===== config.mk =====
export PLATFORM = sky130hd
export DESIGN_NAME = btn_step_ctrl
export DESIGN_NICKNAME = d
export VERILOG_FILES = /design/src/rtl/btn_step_ctrl.sv
export SDC_FILE = /design/constraint.sdc
export NUM_CORES = 1
export LEC_CHECK = 0
export BUFFER_PORTS_ARGS = -buffer_cell sky130_fd_sc_hd__clkbuf_2
export CORE_ASPECT_RATIO = 1.2
export CORE_MARGIN = 3
export CORE_UTILIZATION = 40
export CTS_BUF_LIST = sky130_fd_sc_hd__clkbuf_16
export CTS_CLUSTER_SIZE = 40
export DETAILED_ROUTE_END_ITERATION = 7
export HOLD_SLACK_MARGIN = 0.1
export SLEW_MARGIN = 0
export SYNTH_ARGS = -nofsm -noshare
export SYNTH_HDL_FRONTEND = slang
export SYNTH_SLANG_ARGS = --single-unit

===== constraint.sdc =====
create_clock -name CCLK -period 5 [get_ports CCLK]
set_clock_uncertainty 0.15 [all_clocks]
set_input_delay 1.25 -clock CCLK [delete_from_list [all_inputs] [get_ports CCLK]]
set_output_delay 1.25 -clock CCLK [all_outputs]
set_load 0.1 [all_outputs]

===== src/rtl/btn_step_ctrl.sv =====
// btn_step_ctrl: front-panel button handling for a single-step CPU harness.
//
// Ports
//   CCLK        : sole clock, rising edge
//   rst         : asynchronous active-high reset
//   BTNN        : raw north button, single-step request
//   BTNE        : raw east button, CPU reset request
//   BTNS        : raw south button, display page advance
//   BTNW        : raw west button, run/step mode toggle
//   step_en     : pipeline clock enable for the CPU core
//   cpu_rst     : synchronous reset to the CPU core
//   run_mode    : 1 = free-run, 0 = single-step
//   disp_page   : display page select (wraps 3 -> 0)
//   step_count  : step_en cycles since the last CPU reset (wraps)
//
// Each button goes through a 2-flop synchronizer, a per-button debounce
// counter and a rising-edge detector (btn_db). The control logic consumes
// the one-cycle press pulses; all outputs are registered.

module btn_db #(
  parameter int DB_CNT = 2
) (
  input  logic CCLK,
  input  logic rst,
  input  logic raw,
  output logic press
);
  localparam logic [7:0] DB_W = 8'(DB_CNT);

  logic       s1_q, s1_d;
  logic       s2_q, s2_d;
  logic       db_q, db_d;
  logic       db_dly_q, db_dly_d;
  logic [7:0] cnt_q, cnt_d;
  logic [7:0] cnt_inc;

  always_comb begin
    s1_d     = raw;
    s2_d     = s1_q;
    db_dly_d = db_q;
    db_d     = db_q;
    cnt_d    = 8'd0;
    cnt_inc  = cnt_q + 8'd1;
    // Count consecutive disagreeing cycles; flip and restart on reaching DB_CNT.
    if (s2_q != db_q) begin
      if (cnt_inc == DB_W) begin
        db_d  = ~db_q;
        cnt_d = 8'd0;
      end else begin
        cnt_d = cnt_inc;
      end
    end
  end

  always_ff @(posedge CCLK or posedge rst) begin
    if (rst) begin
      s1_q     <= 1'b0;
      s2_q     <= 1'b0;
      db_q     <= 1'b0;
      db_dly_q <= 1'b0;
      cnt_q    <= 8'd0;
    end else begin
      s1_q     <= s1_d;
      s2_q     <= s2_d;
      db_q     <= db_d;
      db_dly_q <= db_dly_d;
      cnt_q    <= cnt_d;
    end
  end

  // High for exactly the first cycle the debounced level is 1.
  assign press = db_q & ~db_dly_q;
endmodule

module btn_step_ctrl #(
  parameter int DB_CNT   = 2,
  parameter int RST_HOLD = 4
) (
  input  logic        CCLK,
  input  logic        rst,
  input  logic        BTNN,
  input  logic        BTNE,
  input  logic        BTNS,
  input  logic        BTNW,
  output logic        step_en,
  output logic        cpu_rst,
  output logic        run_mode,
  output logic [1:0]  disp_page,
  output logic [15:0] step_count
);
  localparam int         NB     = 4;
  localparam int         B_N    = 0;
  localparam int         B_E    = 1;
  localparam int         B_S    = 2;
  localparam int         B_W    = 3;
  localparam logic [7:0] HOLD_W = 8'(RST_HOLD);

  logic [NB-1:0] raw;
  logic [NB-1:0] press;

  assign raw = {BTNW, BTNS, BTNE, BTNN};

  genvar g;
  generate
    for (g = 0; g < NB; g++) begin : g_btn
      btn_db #(.DB_CNT(DB_CNT)) u_db (
        .CCLK  (CCLK),
        .rst   (rst),
        .raw   (raw[g]),
        .press (press[g])
      );
    end
  endgenerate

  logic [7:0]  hold_q, hold_d;
  logic        cpu_rst_q, cpu_rst_d;
  logic        step_en_q, step_en_d;
  logic        run_mode_q, run_mode_d;
  logic [1:0]  disp_page_q, disp_page_d;
  logic [15:0] step_count_q, step_count_d;

  always_comb begin
    hold_d = hold_q;
    if (press[B_E])
      hold_d = HOLD_W;          // a press while holding reloads the hold
    else if (hold_q != 8'd0)
      hold_d = hold_q - 8'd1;
    cpu_rst_d = (hold_d != 8'd0);

    // Mode in effect is the current registered one, so a toggle reaches
    // step_en one cycle after run_mode changes. Reset masks everything,
    // including a north press arriving together with an east press.
    step_en_d = ~cpu_rst_d & (run_mode_q | press[B_N]);

    run_mode_d  = run_mode_q ^ press[B_W];
    disp_page_d = disp_page_q + {1'b0, press[B_S]};

    // Cleared in the same cycle cpu_rst rises, so the count reads 0 for
    // the whole hold.
    step_count_d = cpu_rst_d ? 16'd0 : step_count_q + {15'd0, step_en_q};
  end

  always_ff @(posedge CCLK or posedge rst) begin
    if (rst) begin
      hold_q       <= HOLD_W;
      cpu_rst_q    <= 1'b1;
      step_en_q    <= 1'b0;
      run_mode_q   <= 1'b0;
      disp_page_q  <= 2'd0;
      step_count_q <= 16'd0;
    end else begin
      hold_q       <= hold_d;
      cpu_rst_q    <= cpu_rst_d;
      step_en_q    <= step_en_d;
      run_mode_q   <= run_mode_d;
      disp_page_q  <= disp_page_d;
      step_count_q <= step_count_d;
    end
  end

  assign step_en    = step_en_q;
  assign cpu_rst    = cpu_rst_q;
  assign run_mode   = run_mode_q;
  assign disp_page  = disp_page_q;
  assign step_count = step_count_q;
endmodule


# ---- Yosys cells after proc, flatten, opt, wreduce, memory -nomap -nowiden
# Index checks and enable logic that the tools add are counted.
dict set report totals {
  register_bits 77
  in_bits 6
  output_inout_bits 21
  wordCells 74
}
dict set report op_classes {
  addsub 7
  n_eq_ne 8
  mux 11
  bitwise_logic 16
  n_reduce_logical 6
}
# op n
set ops {}
lappend ops {{$mux 8} 10}
lappend ops {{$add 8x1->8 const B} 4}
lappend ops {{$eq 8x2->1 const B} 4}
lappend ops {{$add 16x1->16} 1}
lappend ops {{$mux 16} 1}
lappend ops {{$reduce_bool 8->1} 2}
lappend ops {{$not 1->1} 9}
lappend ops {{$reduce_and 2->1} 4}
lappend ops {{$sub 8x1->8 const B} 1}
lappend ops {{$and 1x1->1} 5}
lappend ops {{$ne 1x1->1} 4}
lappend ops {{$add 2x1->2} 1}
lappend ops {{$or 1x1->1} 1}
lappend ops {{$xor 1x1->1} 1}

# ---- Longest topological paths before layout
# Gate-level depths: netlist of run 1.
dict set report depth {
  depth_word 6
  mapped_depth 11
  ltp_nobuf 7
}

# ---- Cells and area by module
# From an unflattened synthesis of run 1, not the netlist that was laid out.
dict set report hier_totals {
  cells_unflattened 339
  area_unflattened_um2 3823.7
}
# mod instances cells_each area_per_inst_um2 seq_area_each_um2
set modules_own_cells {}
lappend modules_own_cells {{btn_db at g_btn[0].u_db ...} 3 50 569.3 300.3}
lappend modules_own_cells {btn_step_ctrl 1 139 1547.7 728.2}
lappend modules_own_cells {{btn_db at g_btn[3].u_db} 1 50 568.0 300.3}

# ---- Least setup slack after synthesis of run 1
# Ideal clock, no wire load.
dict set report synth_path {
  path_kind {register -> register}
  start {register step_count_q[0], in the netlist step_count[0]}
  end {register step_count_q[12], in the netlist step_count[12]}
  arrival_time_ns 2.364
  t_required_ns 4.776
  slack_ns 2.412
  stages_incl_launch_ff 8
  n_path_buf 0
  path_cell_list {dfrtp_1 ha_1 ha_1 nand4_1 nor3_1 nand3_1 xor2_1 nor2_1}
}
dict set report synth_between {
  elab_chain_cells 2
}
# item line
set synth_rtl {}
lappend synth_rtl {{start: declaration} 120} ;# logic [15:0] step_count_q, step_count_d;
lappend synth_rtl {{start signal: assignment} 157} ;# step_count_q <= step_count_d;
lappend synth_rtl {{$add 16x1->16} 140} ;# step_count_d = cpu_rst_d ? 16'd0 : step_count_q + {15'd0, step_en_q};
lappend synth_rtl {{$mux 16} 140}
lappend synth_rtl {{via step_count_d[12]} 120}
# The timed path passes the listed nets, and every way through them passes these cells.
# A chain may end at the register's enable or synchronous reset.

# ---- Worst setup path in the final report of run 1
dict set report layout_path {
  start {register hold_q[0]}
  end {register step_count_q[6], in the netlist step_count[6]}
}
dict set report layout_between {
  elab_chain_cells 5
}
# item line
set layout_rtl {}
lappend layout_rtl {{start: declaration} 115} ;# logic [7:0] hold_q, hold_d;
lappend layout_rtl {{start signal: assignment} 152} ;# hold_q <= hold_d;
lappend layout_rtl {{$sub 8x1->8 or $reduce_bool 8->1 (tied branches)} {127, 126}}
lappend layout_rtl {{$mux 8 *} 126} ;# else if (hold_q != 8'd0)
lappend layout_rtl {{$mux 8 *} 124} ;# if (press[B_E])
lappend layout_rtl {{$reduce_bool 8->1 *} 128} ;# cpu_rst_d = (hold_d != 8'd0);
lappend layout_rtl {{$mux 16 *} 140}
lappend layout_rtl {{via step_count_d[6]} 120}
# The timed path passes the listed nets; every way through them passes the cells marked *.

==> metrics.log, run 1 <==
[metrics] gate count of the mapped netlist: about 360
[metrics] die width: ~94 um
[metrics] Yosys top cell area share: 0.505
[metrics] main area contributors after synthesis: sky130_fd_sc_hd__dfrtp_1, sky130_fd_sc_hd__xor2_1, sky130_fd_sc_hd__nor2_1
[metrics] Hold EP: g_btn[2].u_db.s2_q$_DFF_PP0_
[metrics] worst slack after detailed placement: 2170 ps
[metrics] residual overflow from global routing: 0
[metrics] Unique masters post-synth: 43
[metrics] total clock sinks: 77
[metrics] highest fanout seen on the critical path: 18
[metrics] standard cell area after detailed placement: between 0.003 and 0.004 sq mm
[metrics] switching part of the total power: 0.362
[metrics] Main synth FF type: sky130_fd_sc_hd__dfrtp_1
[metrics] Worst Setup Start Kind: register
[metrics] HPWL after DPL: between 4 and 5 mm
[metrics] Synthesized Nets: ~380
[metrics] first-pass detailed-route iteration total: 4
[metrics] run status: complete, no violations
[metrics] Power Dens Cells: 503 mW/mm^2
[metrics] largest net degree at the start of global routing: 46
[metrics] critical path capture point type: register
[metrics] setup repair after global routing missed its margin: no
[metrics] final-stage net count: just over 400
[metrics] via count of the first global-routing pass: 2437
[metrics] routability-driven placement congestion ratio: 0.835
[metrics] clock root buffer master: sky130_fd_sc_hd__clkbuf_16
[metrics] summed instance area of the synthesized netlist: around 0.0037 sq mm
[metrics] Core Area: between 0.008 and 0.009 sq mm
[metrics] Post-DRT Antenna Nets: 0
[metrics] Async S/R FF share, synth: 1.00
[metrics] Int Power: 0.00136 W
[metrics] setup-violating endpoint count in the final report: 0
[metrics] clock-pin slew on the worst setup and hold paths: around 60 ps
[metrics] vias after detailed routing: around 2500
[metrics] Starting DRT DRC Count: between 100 and 150
[metrics] count of non-filler cells in the finished layout: between 500 and 600
[metrics] minimum clock period: 2810 ps
[metrics] dominant combinational cell family by area after synthesis: simple AND/OR/NAND/NOR gates
[metrics] kind of path behind the tightest hold check: reg2reg
[metrics] hold-fix buffers at CTS: 0
[metrics] CTS tree: done
[metrics] FMAX: 356 MHz
[metrics] Gate power share: 0.300
[metrics] number of placement rows: 37
[metrics] overall routed net length: between 6 and 7 mm
[metrics] category of the critical setup timing path: reg2reg
[metrics] worst-case clock buffer depth: 2
[metrics] post-synthesis sequential element count: 77
[metrics] # placed instances: around 500
[metrics] Reg2Reg Setup Slack: about 2200 ps
[metrics] Pins Over Slew Limit: 0
[metrics] wire length of the first global-routing pass: around 11 mm
[metrics] final number of hold-violating endpoints: 0
[metrics] area enclosed by the die boundary: between 0.01 and 0.015 sq mm
[metrics] area growth from synthesis to final layout: 14.0%
[metrics] post-CTS resize count: 0
[metrics] worst skew pair latency: roughly 330 ps
[metrics] Warnings, synthesis: 0
[metrics] cell taking the most area after synthesis: sky130_fd_sc_hd__dfrtp_1
[metrics] sequential fraction of the synthesis area: 0.520
[metrics] share of total power in sequential cells: 0.406
[metrics] antenna violations before repair: 0
[metrics] Clk pwr share: 0.293
[metrics] total negative slack for setup checks: 0 ps
[metrics] area of all placed cells without fillers: 0.00423 sq mm
[metrics] I/O pin total: 27
[metrics] worst setup slack after layout: roughly 2200 ps
[metrics] cell count of the worst hold path: 0
[metrics] share of layout cells above drive strength 1: 0.128
[metrics] cells on worst reg2reg path: 7
[metrics] NetSw: between 0.0007 and 0.0008 W
[metrics] mean number of vias per cell: just under 5
[metrics] post-synthesis adder-cell area fraction: 0.0438
[metrics] Worst Max-Slew Pin Slew: around 900 ps
[metrics] routed wirelength normalized by instance count: around 12 um
[metrics] y dimension of the die: 112 um
[metrics] Ant. Diodes: 0
[metrics] data required time at the worst endpoint: around 5000 ps
[metrics] Max-cap violations: 0
[metrics] Post-CTS Setup Bufs: 0
[metrics] total leakage power: about 1.9 nW
[metrics] number of enable-type register cells in the synthesized netlist: 0
[metrics] multiplexer fraction of the synthesized cell area: 0.0148
[metrics] hold path start: g_btn[2].u_db.s1_q$_DFF_PP0_
[metrics] number of design rule violations left after detail routing: 0
[metrics] portion of the clock cycle consumed by the worst path in the final layout: 0.562
[metrics] FF-to-FF Start: hold_q[0]$_DFF_PP0_
[metrics] cts bufs inserted: 9
[metrics] IO Port Bufs: 26
[metrics] level count of the clock H-tree: 3
[metrics] Mapped Avg Cell Area: slightly above 10 sq um
[metrics] fraction of synthesized cell area in xor and xnor cells: 0.134
[metrics] post-synthesis share of cell area spent on and, or, nand and nor gates: 0.204
[metrics] fraction of the mapped netlist area in compound gates: 0.0522
[metrics] IR Drop Worst-Case VDD: between 300 and 400 uV
[metrics] worst rel slew slack: 0.409
[metrics] data arrival time of the critical path: a little under 3000 ps
[metrics] endpoint of the worst-slack reg-to-reg timing path: step_count[6]$_DFF_PP0_
[metrics] GRT Total Usage: 0.128
[metrics] effective utilization at floorplan: 0.422
## area by class of cell
class	count	area, sq um
fill	851	4560
timing repair buffer	27	138
sequential	77	1930
multi-input combinational	260	1670
tap	117	146
clock inverter	7	65.1
inverter	17	63.8
clock buffer	9	225
## critical path, cell delays in order (launching register included)
cell                        delay [ps]
sky130_fd_sc_hd__dfrtp_1           450
sky130_fd_sc_hd__inv_1             150
sky130_fd_sc_hd__ha_1              230
sky130_fd_sc_hd__nor4b_1           460
sky130_fd_sc_hd__o211a_1           240
sky130_fd_sc_hd__a211oi_1           50
sky130_fd_sc_hd__nand4bb_1         680
sky130_fd_sc_hd__nor2_1            310
## power by group through the flow
stage               Clock, W  Sequential, W  Combinational (W)
floorplan                  0       0.000954           0.000446
global placement           0       0.000872           0.000634
detailed placement         0       0.000876           0.000643
CTS                 0.000644       0.000865           0.000647
global route        0.000674       0.000885           0.000716
finish              0.000625       0.000865           0.000639
## Yosys cell counts, types with 2 or more instances
cell / n
sky130_fd_sc_hd__buf_6: 3
sky130_fd_sc_hd__a41o_1: 2
sky130_fd_sc_hd__xnor2_1: 26
sky130_fd_sc_hd__and2_1: 4
sky130_fd_sc_hd__nor2b_1: 4
sky130_fd_sc_hd__dfrtp_1: 75
sky130_fd_sc_hd__nor4b_1: 2
sky130_fd_sc_hd__a211oi_1: 2
sky130_fd_sc_hd__nand2_1: 19
sky130_fd_sc_hd__nor3_1: 9
sky130_fd_sc_hd__o21a_1: 2
sky130_fd_sc_hd__nor4_1: 4
sky130_fd_sc_hd__dfstp_2: 2
sky130_fd_sc_hd__a31oi_1: 3
sky130_fd_sc_hd__clkbuf_1: 4
sky130_fd_sc_hd__or4b_1: 2
sky130_fd_sc_hd__nand3_1: 24
sky130_fd_sc_hd__nand4_1: 5
sky130_fd_sc_hd__inv_1: 17
sky130_fd_sc_hd__a21oi_1: 4
sky130_fd_sc_hd__xor2_1: 31
sky130_fd_sc_hd__o21ai_0: 8
sky130_fd_sc_hd__ha_1: 13
sky130_fd_sc_hd__and3_1: 10
sky130_fd_sc_hd__nor2_1: 65
sky130_fd_sc_hd__mux2_2: 4
sky130_fd_sc_hd__o22ai_1: 2
## flip-flops by register name, indices dropped and copies added, names as in the netlist
| register | cells |
|---|---|
| g_btn.u_db.cnt_q | 32 |
| step_count | 16 |
| hold_q | 8 |
| g_btn.u_db.db_dly_d | 4 |
| g_btn.u_db.db_dly_q | 4 |
| g_btn.u_db.s1_q | 4 |
| g_btn.u_db.s2_q | 4 |
| disp_page | 2 |
| cpu_rst | 1 |
| run_mode | 1 |
| step_en | 1 |
## how the worst max path moves through the flow
stage | end | slack (ps) | cells past startpoint | startpoint
after floorplan | disp_page[0]$_DFF_PP0_ | 1640 | 1 | rst
after global placement | cpu_rst$_DFF_PP1_ | 2340 | 3 | rst
after detailed placement | step_count[6]$_DFF_PP0_ | 2170 | 7 | hold_q[0]$_DFF_PP0_
after CTS | step_count[6]$_DFF_PP0_ | 2180 | 7 | hold_q[0]$_DFF_PP0_
after global routing | step_count[13]$_DFF_PP0_ | 1940 | 7 | hold_q[0]$_DFF_PP0_
final | step_count[6]$_DFF_PP0_ | 2190 | 7 | hold_q[0]$_DFF_PP0_
## cell usage in the layout (no fill, tap or decap), types with 4 or more instances in the layout
cell and instances:
sky130_fd_sc_hd__a21oi_1 4, sky130_fd_sc_hd__and2_1 4, sky130_fd_sc_hd__and3_1 10, sky130_fd_sc_hd__clkbuf_16 9, sky130_fd_sc_hd__clkbuf_2 26, sky130_fd_sc_hd__dfrtp_1 75
sky130_fd_sc_hd__ha_1 13, sky130_fd_sc_hd__inv_1 16, sky130_fd_sc_hd__mux2_2 4, sky130_fd_sc_hd__nand2_1 19, sky130_fd_sc_hd__nand3_1 24, sky130_fd_sc_hd__nand4_1 5
sky130_fd_sc_hd__nor2_1 65, sky130_fd_sc_hd__nor2b_1 4, sky130_fd_sc_hd__nor3_1 9, sky130_fd_sc_hd__nor4_1 4, sky130_fd_sc_hd__o21ai_0 8, sky130_fd_sc_hd__xnor2_1 26
sky130_fd_sc_hd__xor2_1 31
## per-layer routing
layer,wire (um),GRT usage,up-vias,part of all wire
met5,0,0,-,0
met4,148,0.0636,0,0.023
met1,3100,0.170,1216,0.49
li1,-,-,1281,-
met3,136,0.0264,11,0.022
met2,2930,0.199,26,0.46
## cell families (layout without fill, tap and decap cells)
logic type / count (synthesis) / count (layout)
AND/OR/NAND/NOR: 156 / 156
flip-flops: 77 / 77
XOR/XNOR: 57 / 57
AO/OA/AOI/OAI: 29 / 29
buffers and inverters: 25 / 60
adder cells (fa/ha/maj): 13 / 13
multiplexers: 5 / 5
## per-stage QoR
step	hold slack, ps	util	total power (W)
2_1_floorplan	181	-	0.00140
3_3_place_gp	184	0.448	0.00151
3_5_place_dp	186	0.448	0.00152
4_1_cts	198	0.481	0.00216
5_1_grt	202	0.481	0.00227
6_report	197	0.481	0.00213
Note: power is estimated with default switching activity, not from simulation.
==> inputs of run 2 (changes only) <==
- ABC_AREA: not set -> 1
- clock period: 5 -> 2.4 ns (I/O delays scaled with it)
==> metrics.log, run 2 <==
[metrics] gate count of the mapped netlist: between 400 and 500
[metrics] total negative slack for setup checks: 0 ps
[metrics] top cells by instance count after synthesis: sky130_fd_sc_hd__dfrtp_1, sky130_fd_sc_hd__inv_1, sky130_fd_sc_hd__nor2_1, sky130_fd_sc_hd__nand2_1
[metrics] data arrival time of the critical path: 1280 ps
[metrics] vias after detailed routing: ~2600
[metrics] CTS tree: done
[metrics] Max-cap violations: 0
[metrics] end-of-flow core utilization: 0.476
[metrics] Core Area: 0.00913 sq mm
[metrics] I/O pin total: 27
[metrics] minimum clock period: slightly above 2000 ps
[metrics] number of placement rows: 38
[metrics] Reg2Reg Setup Slack: between 300 and 400 ps
[metrics] effective utilization at floorplan: 0.415
[metrics] worst-case clock buffer depth: 2
[metrics] setup-violating endpoint count in the final report: 0
[metrics] summed instance area of the synthesized netlist: between 0.003 and 0.004 sq mm
[metrics] setup repair after global routing missed its margin: no
[metrics] GRT Total Usage: 0.133
[metrics] wire length of the first global-routing pass: 11.2 mm
[metrics] met1 usage: 0.154
[metrics] data required time at the worst endpoint: approximately 1700 ps
[metrics] Most Crowded Layer GR: met2
[metrics] Mapped Avg Cell Area: between 9 and 10 sq um
[metrics] largest delay contributor family on the critical path: flip-flops
[metrics] IR Drop Worst-Case VDD: approximately 540 uV
[metrics] overall routed net length: 6.12 mm
[metrics] CP peak stage delay: 510 ps
[metrics] GR met3 Demand/Resource: 0.0315
[metrics] area growth from synthesis to final layout: 14.6%
[metrics] mean number of vias per cell: 4.48
[metrics] HPWL after DPL: about 4.4 mm
[metrics] Cell Chain, Critical Path: clkbuf_2
[metrics] met2 track demand over resource in global routing: 0.228
[metrics] final number of hold-violating endpoints: 0
[metrics] count of non-filler cells in the finished layout: between 500 and 600
[metrics] total leakage power: ~2.2 nW
[metrics] area enclosed by the die boundary: roughly 0.011 sq mm
[metrics] number of design rule violations left after detail routing: 0
[metrics] routed wirelength normalized by instance count: approximately 11 um
[metrics] final-layout worst hold slack: a little under 200 ps
[metrics] worst slack after detailed placement: just over 400 ps
[metrics] worst rel slew slack: 0.511
[metrics] Ant. Diodes: 0
[metrics] Warnings, synthesis: 0
[metrics] FMAX: slightly below 500 MHz
[metrics] Post-DRT Antenna Nets: 0
[metrics] cells on worst reg2reg path: 10
[metrics] flip-flop count of the largest register, all copies and words added: 32
[metrics] largest net degree at the start of global routing: just under 80
[metrics] via count of the first global-routing pass: 2690
[metrics] Power Dens Cells: 1050 mW/mm^2
[metrics] residual overflow from global routing: 0
[metrics] clock-pin slew on the worst setup and hold paths: ~60 ps
[metrics] Largest Register: g_btn.u_db.cnt_q
[metrics] hold-fix buffers at CTS: 0
[metrics] critical path capture point type: output pin
[metrics] IO Port Bufs: 26
[metrics] cell taking the most area after synthesis: sky130_fd_sc_hd__dfrtp_1
[metrics] Bufs and invs on worst path: 1
[metrics] Main synth FF type: sky130_fd_sc_hd__dfrtp_1
[metrics] first-pass detailed-route iteration total: 4
[metrics] # placed instances: 560
[metrics] routability-driven placement congestion ratio: 0.787
[metrics] most used cells in the layout excluding fill and tap cells: sky130_fd_sc_hd__inv_1, sky130_fd_sc_hd__dfrtp_1, sky130_fd_sc_hd__nor2_1
[metrics] antenna violations before repair: 0
[metrics] sequential fraction of the synthesis area: 0.509
[metrics] post-CTS resize count: 0
[metrics] level count of the clock H-tree: 3
[metrics] Async S/R FF share, synth: 1.00
[metrics] worst skew pair latency: about 330 ps
[metrics] Synthesized Nets: 433
[metrics] dominant cell by count in the synthesized netlist: sky130_fd_sc_hd__dfrtp_1
[metrics] number of enable-type register cells in the synthesized netlist: 0
[metrics] Worst Setup Start Kind: register
[metrics] Worst Max-Slew Pin Slew: approximately 730 ps
[metrics] kind of path behind the tightest hold check: in2async
[metrics] cell at the slowest stage of the critical path: sky130_fd_sc_hd__dfstp_2
[metrics] die width: about 95 um
[metrics] share of layout cells above drive strength 1: 0.167
[metrics] Starting DRT DRC Count: 103
[metrics] Pins Over Slew Limit: 0
[metrics] worst setup slack after layout: ~370 ps
[metrics] cts bufs inserted: 9
[metrics] endpoint of the worst-slack reg-to-reg timing path: step_count[4]$_DFF_PP0_
[metrics] Unique masters post-synth: 22
[metrics] final-stage net count: 470
[metrics] portion of the clock cycle consumed by the worst path in the final layout: 0.846
[metrics] total clock sinks: just under 80
[metrics] Yosys top cell area share: 0.496
[metrics] main area contributors after synthesis: sky130_fd_sc_hd__dfrtp_1, sky130_fd_sc_hd__xor2_1, sky130_fd_sc_hd__inv_1
[metrics] y dimension of the die: 113 um
[metrics] Post-CTS Setup Bufs: 0
[metrics] FF-to-FF Start: hold_q[0]$_DFF_PP0_
[metrics] category of the critical setup timing path: reg2out
[metrics] post-synthesis sequential element count: just under 80
[metrics] highest fanout seen on the critical path: 1
[metrics] clock root buffer master: sky130_fd_sc_hd__clkbuf_16
[metrics] run status: complete, no violations
## run 2: cell count changes after synthesis, sizes merged, moves of 7 or more
cell   delta
nand2    +43
nor2     +25
nor3      -7
xnor2    -17
nand3     +8
and3     -10
inv      +57
## run 2: through the flow
step / power, W / area (sq um)
finish: 0.00456 / 4340
global route: 0.00491 / 4340
CTS: 0.00464 / 4340
detailed placement: 0.00341 / 4070
global placement: 0.00337 / 4070
floorplan: 0.00314 / 3790
## run 2: final cells by class
class                      count  area [sq um]
sequential                    77          1930
inverter                      74           282
tap                          120           150
clock buffer                   9           225
clock inverter                 7          42.5
fill                         883          4790
multi-input combinational    262          1560
timing repair buffer          27           150
## run 2: kinds of logic (layout without fill, tap and decap cells)
group / count (synthesis) / after routing / synth area share
DFF: 77 / 77 / 0.509
adders and majority gates: 13 / 13 / 0.0429
and+or+nand+nor: 201 / 201 / 0.264
buffers and inverters: 75 / 117 / 0.0786
AOI/OAI and AO/OA: 7 / 7 / 0.0106
xor gates and xnor gates: 41 / 41 / 0.0948
## run 2: metal layers
layer	vias to the layer above	routed length [um]	part of all wire
met3	10	189	0.031
met2	35	3050	0.50
met4	0	109	0.018
met5	-	0	0
li1	1328	-	-
met1	1210	2770	0.45
## run 2: worst max-delay path by stage
stage                            startpoint                       end  slack [ps]  depth (start not counted)
CTS                       cpu_rst$_DFF_PP1_                   cpu_rst         360                          1
detailed placement      hold_q[0]$_DFF_PP0_   step_count[4]$_DFF_PP0_         400                         10
floorplan           step_count[1]$_DFF_PP0_  step_count[14]$_DFF_PP0_          50                          7
global placement        hold_q[0]$_DFF_PP0_  step_count[15]$_DFF_PP0_         460                          9
global route            hold_q[0]$_DFF_PP0_   step_count[4]$_DFF_PP0_         200                         10
finish                    cpu_rst$_DFF_PP1_                   cpu_rst         370                          1
## run 2: worst register-to-register path: stages, from the launching register on
cell	delay, ps
sky130_fd_sc_hd__dfrtp_1	370
sky130_fd_sc_hd__inv_1	180
sky130_fd_sc_hd__ha_1	230
sky130_fd_sc_hd__nand2_2	110
sky130_fd_sc_hd__nor2_8	150
sky130_fd_sc_hd__nand2_1	60
sky130_fd_sc_hd__nand3_1	110
sky130_fd_sc_hd__nand2_2	80
sky130_fd_sc_hd__nor2_4	100
sky130_fd_sc_hd__nand2_4	210
sky130_fd_sc_hd__nor2_1	170
## run 2: power breakdown
part | total [W] | internal (W) | switching (W)
registers | 0.00175 | 0.00155 | 0.000202
clock network | 0.00119 | 0.000691 | 0.000502
logic | 0.00162 | 0.000476 | 0.00114
